[config.mk]
export PLATFORM = sky130hd
export DESIGN_NAME = instruction_fetch
export DESIGN_NICKNAME = d
export VERILOG_FILES = /design/src/rtl/instruction_fetch.sv
export SDC_FILE = /design/constraint.sdc
export NUM_CORES = 1
export LEC_CHECK = 0
export ABC_AREA = 1
export ABC_CLOCK_PERIOD_IN_PS = 1300
export BUFFER_PORTS_ARGS = -buffer_cell sky130_fd_sc_hd__buf_2
export CAP_MARGIN = 10
export CORE_UTILIZATION = 46
export DETAILED_ROUTE_END_ITERATION = 6
export PLACE_DENSITY = 0.76
export SYNTH_ARGS = -nofsm -noshare
export SYNTH_HDL_FRONTEND = slang
export SYNTH_SLANG_ARGS = --single-unit
[constraint.sdc]
create_clock -name clk -period 1.3 [get_ports clk]
set_clock_uncertainty 0.05 [all_clocks]
set_input_delay 0.065 -clock clk [delete_from_list [all_inputs] [get_ports clk]]
set_output_delay 0.065 -clock clk [all_outputs]
set_load 0.05 [all_outputs]
[src/rtl/instruction_fetch.sv]
// instruction_fetch: PC, synchronous imem read and code register feeding control_unit,
// with branch redirects and a halt while a program is being loaded.
module instruction_fetch #(
    parameter int ADDR_WIDTH = 8,
    parameter logic [ADDR_WIDTH-1:0] RESET_PC = '0
) (
    input  logic                  clk,
    input  logic                  rst_n,
    input  logic                  stall,
    input  logic                  branch_taken,
    input  logic [ADDR_WIDTH-1:0] branch_target,
    input  logic                  prog_load,
    output logic                  imem_rd,
    output logic [ADDR_WIDTH-1:0] imem_addr,
    input  logic [23:0]           imem_data,
    output logic [23:0]           code,
    output logic                  code_valid,
    output logic [ADDR_WIDTH-1:0] pc_out,
    output logic [15:0]           issued_count
);
    typedef enum logic [1:0] {FETCH, LATCH, HALT} state_t;

    state_t                state_q, state_d;
    logic [ADDR_WIDTH-1:0] pc_q, pc_d, pc_out_q, pc_out_d;
    logic [23:0]           code_q, code_d;
    logic                  code_valid_q, code_valid_d;
    logic [15:0]           cnt_q, cnt_d;

    assign imem_rd      = state_q == FETCH && !stall && !branch_taken && !prog_load;
    assign imem_addr    = pc_q;
    assign code         = code_q;
    assign code_valid   = code_valid_q;
    assign pc_out       = pc_out_q;
    assign issued_count = cnt_q;

    always_comb begin
        state_d      = state_q;
        pc_d         = pc_q;
        pc_out_d     = pc_out_q;
        code_d       = code_q;
        code_valid_d = 1'b0;
        cnt_d        = cnt_q;
        if (prog_load) begin
            state_d = HALT;
            cnt_d   = '0;
        end else begin
            case (state_q)
                FETCH: begin
                    if (branch_taken) pc_d = branch_target;
                    else if (!stall) state_d = LATCH;
                end
                LATCH: begin
                    state_d = FETCH;
                    if (branch_taken) begin
                        pc_d = branch_target;
                    end else begin
                        code_d       = imem_data;
                        pc_out_d     = pc_q;
                        pc_d         = pc_q + 1'b1;
                        code_valid_d = 1'b1;
                        cnt_d        = cnt_q + 16'd1;
                    end
                end
                default: begin
                    state_d = FETCH;
                    pc_d    = RESET_PC;
                    cnt_d   = '0;
                end
            endcase
        end
    end

    always_ff @(posedge clk or negedge rst_n) begin
        if (!rst_n) begin
            state_q      <= FETCH;
            pc_q         <= RESET_PC;
            pc_out_q     <= RESET_PC;
            code_q       <= '0;
            code_valid_q <= 1'b0;
            cnt_q        <= '0;
        end else begin
            state_q      <= state_d;
            pc_q         <= pc_d;
            pc_out_q     <= pc_out_d;
            code_q       <= code_d;
            code_valid_q <= code_valid_d;
            cnt_q        <= cnt_d;
        end
    end
endmodule
==> results of run 1 <==
-- metal layers --
metal / GRT usage (%) / vias to the layer above / routed length (um)
met2: 42.7 / 90 / 4260
met3: 4.67 / 16 / 450
li1: - / 1496 / -
met1: 31.5 / 1464 / 3750
met5: 0 / - / 0
met4: 11.2 / 0 / 174
-- registers in the layout, summed over array words and instances (netlist names) --
name	flops
code	24
code_valid	1
imem_addr	8
issued_count	16
pc_out	8
state_q	2
-- cell families after synthesis --
| family | after synthesis |
|---|---|
| compound gates | 44 |
| xor+xnor | 1 |
| buf+inv | 40 |
| simple gates | 222 |
| flops | 59 |
| fa+ha+maj | 2 |
-- timing repair --
item / 4_1_cts / 5_1_grt
setup endpoints to repair: 34 / 57
setup buffers: 10 / 3
hold endpoints to repair: 86 / 2
gates cloned: 2 / 3
gates resized for setup: 30 / 36
pin swaps: 8 / 12
-- layout make-up --
type / instances / area [um^2]
Inverter: 29 / 124
Fill cell: 405 / 1440
Clock inverter: 6 / 65.1
Timing Repair Buffer: 158 / 1190
Multi-Input combinational cell: 270 / 1480
Tap cell: 75 / 93.8
Clock buffer: 10 / 138
Sequential cell: 59 / 1510
-- per-stage QoR --
step	setup TNS, ns	area (um^2)	utilization, %	std cells	hold slack, ns
after CTS	-4.19	4400	73.1	602	-0.147
after detailed placement	-0.239	3690	61.3	547	0.0499
after floorplan	-0.705	3030	-	368	-0.281
after global routing	-8.00	4590	76.1	607	-0.130
after global placement	0	3690	61.3	547	0.0457
final	-4.48	4590	76.1	607	-0.123
-- critical path: cells and delay by family (launching register included) --
kind	cells	cell delay, ns
simple gates	5	0.52
flops	1	0.39
buf+inv	3	0.41
-- layout by cell type, fill, tap and decap left out, drive strengths merged, types with 12 or more instances in the layout --
master         n
nand2        147
o21ai         19
dlygate4sd3   27
a21oi         15
nand3         21
buf          129
dfrtp         59
inv           29
nor2          47
clkbuf        12
-- worst min-delay path by stage --
stage,end
floorplan,code[0]
global placement,imem_addr[4]
detailed placement,imem_addr[4]
CTS,state_q[1]
global route,state_q[1]
finish,state_q[1]
-- where the power goes --
| part | switching [mW] | total, mW | internal [mW] | leakage [nW] |
|---|---|---|---|---|
| clock | 0.778 | 1.71 | 0.936 | 0.102 |
| sequential | 0.124 | 2.12 | 2.00 | 0.753 |
| combinational | 0.940 | 1.32 | 0.380 | 1.45 |
==> run metrics, run 1 <==
die height 81.8 um; Clock transition at path regs 0.07 ns; final hold slack -0.123 ns; RSZ-0062 raised after global routing yes; P_leak 2.31 nW; port bufs 94; Detail Route Antenna Nets 0; pwr dens 1120 nW/um^2; FF+latch count, synth 59; Starting Density 48.6%; Yosys cell types 31; gr usage total 25.3%; Core Region 6030 um^2; CTS buffer count 9; post-route setup slack -0.183 ns; max-slew violation count 0; cell count after synthesis 368; largest stage delay on the critical path 0.39 ns; Seq/Total Area, Yosys 50.4%; slew margin rel. 76.7%; FF-to-FF End code[10]; synthesized cell area 2930 um^2; Post-Synth XOR/XNOR Area 0.299%; slowest CP cell dfrtp_1; Yosys top cell by area dfrtp_1; Sink Count 59; first-iteration detailed-routing DRC count 152; routed wire length 8.63 mm; WL/cell 14.2 um; RR Startpoint state_q[1]; routed vias 3066; Max IR drop VDD 1.19 mV; final count of hold timing violations 2; adder-cell share of the synthesized area 0.854%; Final min period 1.48 ns; mux contribution to synthesized area 0%; Critical Path Sink code[10]; CTS H-Tree Depth 3; Worst Path Class, Setup reg2reg; fmax 0.674 GHz; Post-synth top cells nand2_1 (131), dfrtp_1 (59), nor2_1 (44); CTS root buf clkbuf_8; Compound-Gate Fraction of Synth Area 8.93%; simple-gate share of the synthesized area 32.7%; Tightest Pin Transition 0.350 ns; CP required 1.48 ns; top-area cell type share of the netlist area 50.4%; clock buffer depth 2; crit path max fanout 19; antenna violations before repair 0; Startpoint Class register; violated checks negative hold slack, negative setup slack; DIE AREA 6690 um^2; detailed placement HPWL 5.23 mm; Arr. time, crit path 1.66 ns; Synth Warn # 0; final period utilization 114%; HP Start prog_load; vias in the first global route 2826; status finished, violations left; CTS tree built; first-pass GRT wire length 12.6 mm; Setup Viol. Count Final 47; asr flop ratio synth 100%; EDFF count, synth 0; post-placement setup slack -0.0339 ns; hold path depth 1; DR pass1 iterations 4; Hold Buf Count CTS 27; Synth Flop Type dfrtp_1; ANT cells 0; FP Rows 28; Net Count, Synth 407; number of max-cap violations 0; Worst Setup End Kind register; worst path cell trace buf_4, nor2_4, nand2_2, nor2_4, inv_6, buf_16, nand2_1, nand2_1; Layout Nets 566; clock latency on the worst-skew pair 0.34 ns; num ports 95; placer congestion estimate 0.887; top-count cell post-synth nand2_1; synth top area cells dfrtp_1 (50%), nand2_1 (17%), nor2_1 (5.6%); grt total ovfl 0; total power 5.16 mW; Worst R2R Setup Slack -0.18 ns; R2R cell count 8; Via density 5.05; CP startpoint state_q[1]; Avg Cell Area, Syn 7.96 um^2; main combinational cell family by area after synthesis simple AND/OR/NAND/NOR gates; Hold WC Path Type in2reg; layout cells sized above 1 44.2%; # DRC 0; Layout area overhead 56.6%; largest net degree at the start of global routing 60; Die Wd 81.8 um
No activity file was read; power rests on OpenSTA's default activity.
==> run 2: changes to the inputs <==
- MAX_ROUTING_LAYER: unset -> met4
==> run metrics, run 2 (synthesis gave the netlist of run 1 again) <==
Max IR drop VDD 0.930 mV; P_leak 2.34 nW; HP Start prog_load; P_int 3.51 mW; gr usage total 26.4%; routed wire length 8.72 mm; switching part of the total power 34.1%; Setup Viol. Count Final 53; RSZ-0062 raised after global routing yes; first-iteration detailed-routing DRC count 163; slowest CP cell dfrtp_1; Via density 5.08; clock buffer depth 2; max FFs per register 24; Layout Cells excl Fill 609; Design Area, Final 4590 um^2; layout cells sized above 1 42.1%; worst path cell trace buf_6, nor2_4, nand2_4, nor3_4, buf_6; CTS buffer count 9; # DRC 0; detailed placement HPWL 5.18 mm; Worst Path Class, Setup reg2out; fmax 0.685 GHz; DR pass1 iterations 5; Clock transition at path regs 0.06 ns; Worst R2R Setup Slack -0.13 ns; WL/cell 14.3 um; # placed instances 548; CP required 1.19 ns; clock latency on the worst-skew pair 0.34 ns; pwr dens 1160 nW/um^2; post-placement setup slack -0.00462 ns; Layout Nets 568; total power 5.33 mW; max-slew violation count 0; crit path max fanout 2; RR Startpoint state_q[1]; die height 81.8 um; Gate power share 25.0%; Worst Setup End Kind output port; Layout area overhead 56.6%; port bufs 94; Seq pwr share 39.9%; slew margin rel. 75.4%; CTS root buf clkbuf_8; commonest non-fill, non-tap cell in the layout nand2_1; Die Wd 81.8 um; ANT cells 0; CP bufs+invs 2; CP delay by family, top flip-flops; Hold WC Path Type in2reg; CTS H-Tree Depth 3; most frequent cells in the layout nand2_1 (122), buf_2 (93), nor2_1 (38); vias in the first global route 2792; first-pass GRT wire length 12.6 mm; CTS tree built; clock power share 35.1%; final core occ 76.1%; largest stage delay on the critical path 0.40 ns; hold path depth 1; placer congestion estimate 0.902; Arr. time, crit path 1.35 ns; cell repeated most along the worst path buf_6; final period utilization 112%; hold path endpoint state_q[1]; final hold slack -0.113 ns; antenna violations before repair 0; sequential standard cell area 1510 um^2; R2R cell count 8; status finished, violations left; final count of hold timing violations 2; setup TNS -3.81 ns; Tightest Pin Transition 0.369 ns; largest net degree at the start of global routing 60; fillcell total 459; Core Region 6030 um^2; grt total ovfl 0; Detail Route Antenna Nets 0; multi-input combinational cell area 1440 um^2; FF-to-FF End code[21]; DIE AREA 6690 um^2; Startpoint Class register; FP Rows 28; routed vias 3093; Final min period 1.46 ns; number of max-cap violations 0; num ports 95; violated checks negative hold slack, negative setup slack; Hold Buf Count CTS 28; Psw 1.82 mW; Starting Density 48.6%; Sink Count 59; post-route setup slack -0.160 ns; cell area after placement 3710 um^2
## run 2: timing repair
item / 4_1_cts / 5_1_grt
buffers inserted: 7 / 6
endpoints found under the hold margin: 87 / 2
resized for setup: 16 / 26
pin swaps: 6 / 16
setup endpoints to repair: 7 / 58
cloned: 3 / 3
## run 2: routing by layer
metal / wire length (um) / global-route usage (%) / up-vias
met3: 416 / 5.00 / 24
met4: 224 / 13.7 / 0
met5: 0 / - / -
met2: 4380 / 41.4 / 111
li1: - / - / 1496
met1: 3700 / 32.4 / 1462
## run 2: how the worst max path moves through the flow
| stage | slack, ns | startpoint | cells past startpoint | endpoint |
|---|---|---|---|---|
| final | -0.16 | state_q[1] | 5 | imem_rd |
| after CTS | -0.18 | state_q[1] | 5 | imem_rd |
| after global placement | 0.03 | state_q[1] | 8 | issued_count[13] |
| after detailed placement | -0.005 | state_q[1] | 8 | issued_count[15] |
| after global routing | -0.21 | state_q[1] | 5 | imem_rd |
| after floorplan | -0.15 | state_q[0] | 3 | imem_rd |
## run 2: final cells by class
class | instances | share of cell area (%)
multi-input combinational | 270 | 31.5
tap | 75 | 2.05
sequential | 59 | 32.8
inverter | 29 | 2.59
timing repair buffer | 160 | 26.3
clock buffer | 11 | 3.08
clock inverter | 5 | 1.69
## run 2: power groups by stage
stage               clock (mW)  combinational (mW)  sequential, mW
finish                    1.87                1.33            2.13
floorplan                    0               0.280            2.70
detailed placement           0                1.19            2.15
CTS                       1.90                1.29            2.11
global placement             0                1.18            2.14
global route              1.98                1.42            2.14
==> run 3: changes to the inputs <==
- PLACE_DENSITY: 0.76 -> 0.88
==> run metrics, run 3 (synthesis gave the netlist of run 1 again) <==
status finished, violations left; violated checks negative setup slack; pwr dens 1120 nW/um^2; placer congestion estimate 0.945; final period utilization 118%; Starting Density 48.6%; max-slew violation count 0; first-pass GRT wire length 14.2 mm; fmax 0.651 GHz; Via density 5.52; CTS H-Tree Depth 3; Layout Cells excl Fill 623; detailed placement HPWL 5.32 mm; clock buffer depth 2; FP Rows 28; CP bufs+invs 4; RSZ-0062 raised after global routing yes; CP required 1.46 ns; sequential standard cell area 1510 um^2; worst path cell trace buf_6, nor2_4, nand2_2, nor2_4, inv_6, buf_12, buf_16, nand2_1, o21ai_1; CTS buffer count 9; Arr. time, crit path 1.70 ns; # DRC 0; largest stage delay on the critical path 0.40 ns; routed wire length 10.5 mm; number of max-cap violations 0; layout cells sized above 1 46.2%; Worst R2R Setup Slack -0.24 ns; grt total ovfl 0; Max IR drop VDD 0.792 mV; die height 81.8 um; max FFs per register 24; CP delay by family, top buffers and inverters; post-route setup slack -0.236 ns; Core Region 6030 um^2; DIE AREA 6690 um^2; multi-input combinational cell area 1530 um^2; Worst Path Class, Setup reg2reg; CTS root buf clkbuf_8; cell area after placement 3660 um^2; P_leak 2.47 nW; total power 5.41 mW; port bufs 94; Sink Count 59; Startpoint Class register; final count of hold timing violations 0; routed vias 3439; slew margin rel. 74.5%; vias in the first global route 3053; crit path max fanout 8; most frequent cells in the layout nand2_1 (114), buf_2 (93), dfrtp_1 (36); Design Area, Final 4810 um^2; Die Wd 81.8 um; Hold WC Path Type in2reg; Layout area overhead 64.3%; Clock transition at path regs 0.07 ns; # placed instances 544; commonest non-fill, non-tap cell in the layout nand2_1; fillcell total 364; final hold slack 0.0196 ns; gr usage total 29.9%; clock latency on the worst-skew pair 0.34 ns; largest net degree at the start of global routing 60; DR pass1 iterations 7; cell repeated most along the worst path nor2_4; Setup Viol. Count Final 57; Final min period 1.54 ns; antenna violations before repair 0; Worst Setup End Kind register; first-iteration detailed-routing DRC count 315; slowest CP cell dfrtp_1; post-placement setup slack -0.0486 ns; Tightest Pin Transition 0.382 ns; Detail Route Antenna Nets 0; Layout Nets 582; ANT cells 0; num ports 95; CTS tree built; WL/cell 16.9 um
==> run 3: cell types whose count changed in the layout (fill, tap and decap cells not counted), moves of 2 or more <==
cell	change
buf_6	+8
nand2_1	-8
nand2_4	+8
a21oi_1	-7
a21oi_2	+7
nor2_1	-4
nor2_4	+3
buf_12	+2
dlygate4sd3_1	+2
nand2_2	+2
==> run 3: path summary, 6_finish.rpt <==
kind,startpoint,cells after the start,endpoint
worst min-delay path,branch_target[4],3,imem_addr[4]
max in group asynchronous,rst_n,3,issued_count[4]
worst max register to register,state_q[1],9,pc_out[3]
worst max-delay path,state_q[1],9,pc_out[3]
min in group asynchronous,rst_n,3,imem_addr[3]
worst min register to register,code[13],2,code[13]
==> run 3: what timing repair did <==
action                                  in CTS  in global routing
buffers inserted                            16                 12
pin swaps                                   11                 18
hold endpoints to repair                    88                  2
gates resized for setup                     31                 51
hold buffers                                29                  1
endpoints found under the setup margin      15                 55
cloned                                       5                  3
==> run 3: metrics by stage <==
step / util [%] / TNS, ns
2_1_floorplan: - / -0.705
3_5_place_dp: 60.7 / -0.144
4_1_cts: 74.9 / -5.18
5_1_grt: 79.9 / -10.96
3_3_place_gp: 60.7 / 0
6_report: 79.9 / -7.31
==> run 3: per-layer routing <==
| metal | global-route usage, % | vias up | routed length (um) |
|---|---|---|---|
| li1 | - | 1529 | - |
| met1 | 33.4 | 1597 | 3710 |
| met2 | 49.9 | 250 | 5370 |
| met3 | 5.11 | 63 | 891 |
| met4 | 17.9 | 0 | 541 |
| met5 | - | - | 0 |
==> run 3: layout make-up <==
| cell class | count | share of cell area, % |
|---|---|---|
| flip-flops and latches | 59 | 31.3 |
| clock inverters | 5 | 1.61 |
| clock buffers | 11 | 2.73 |
| repair buffers | 173 | 28.1 |
| multi-input cells | 271 | 31.7 |
| well taps | 75 | 1.95 |
| inverters | 29 | 2.57 |
==> run 3: worst register-to-register path, stage by stage, from the launching register on <==
cell	delay (ns)
dfrtp_1	0.40
buf_6	0.13
nor2_4	0.09
nand2_2	0.08
nor2_4	0.17
inv_6	0.10
buf_12	0.14
buf_16	0.13
nand2_1	0.05
o21ai_1	0.08
==> run 3: power by group <==
group / switching (mW) / internal (mW)
clock: 0.754 / 1.07
combinational: 1.01 / 0.431
sequential: 0.136 / 2.00
total: 1.90 / 3.51
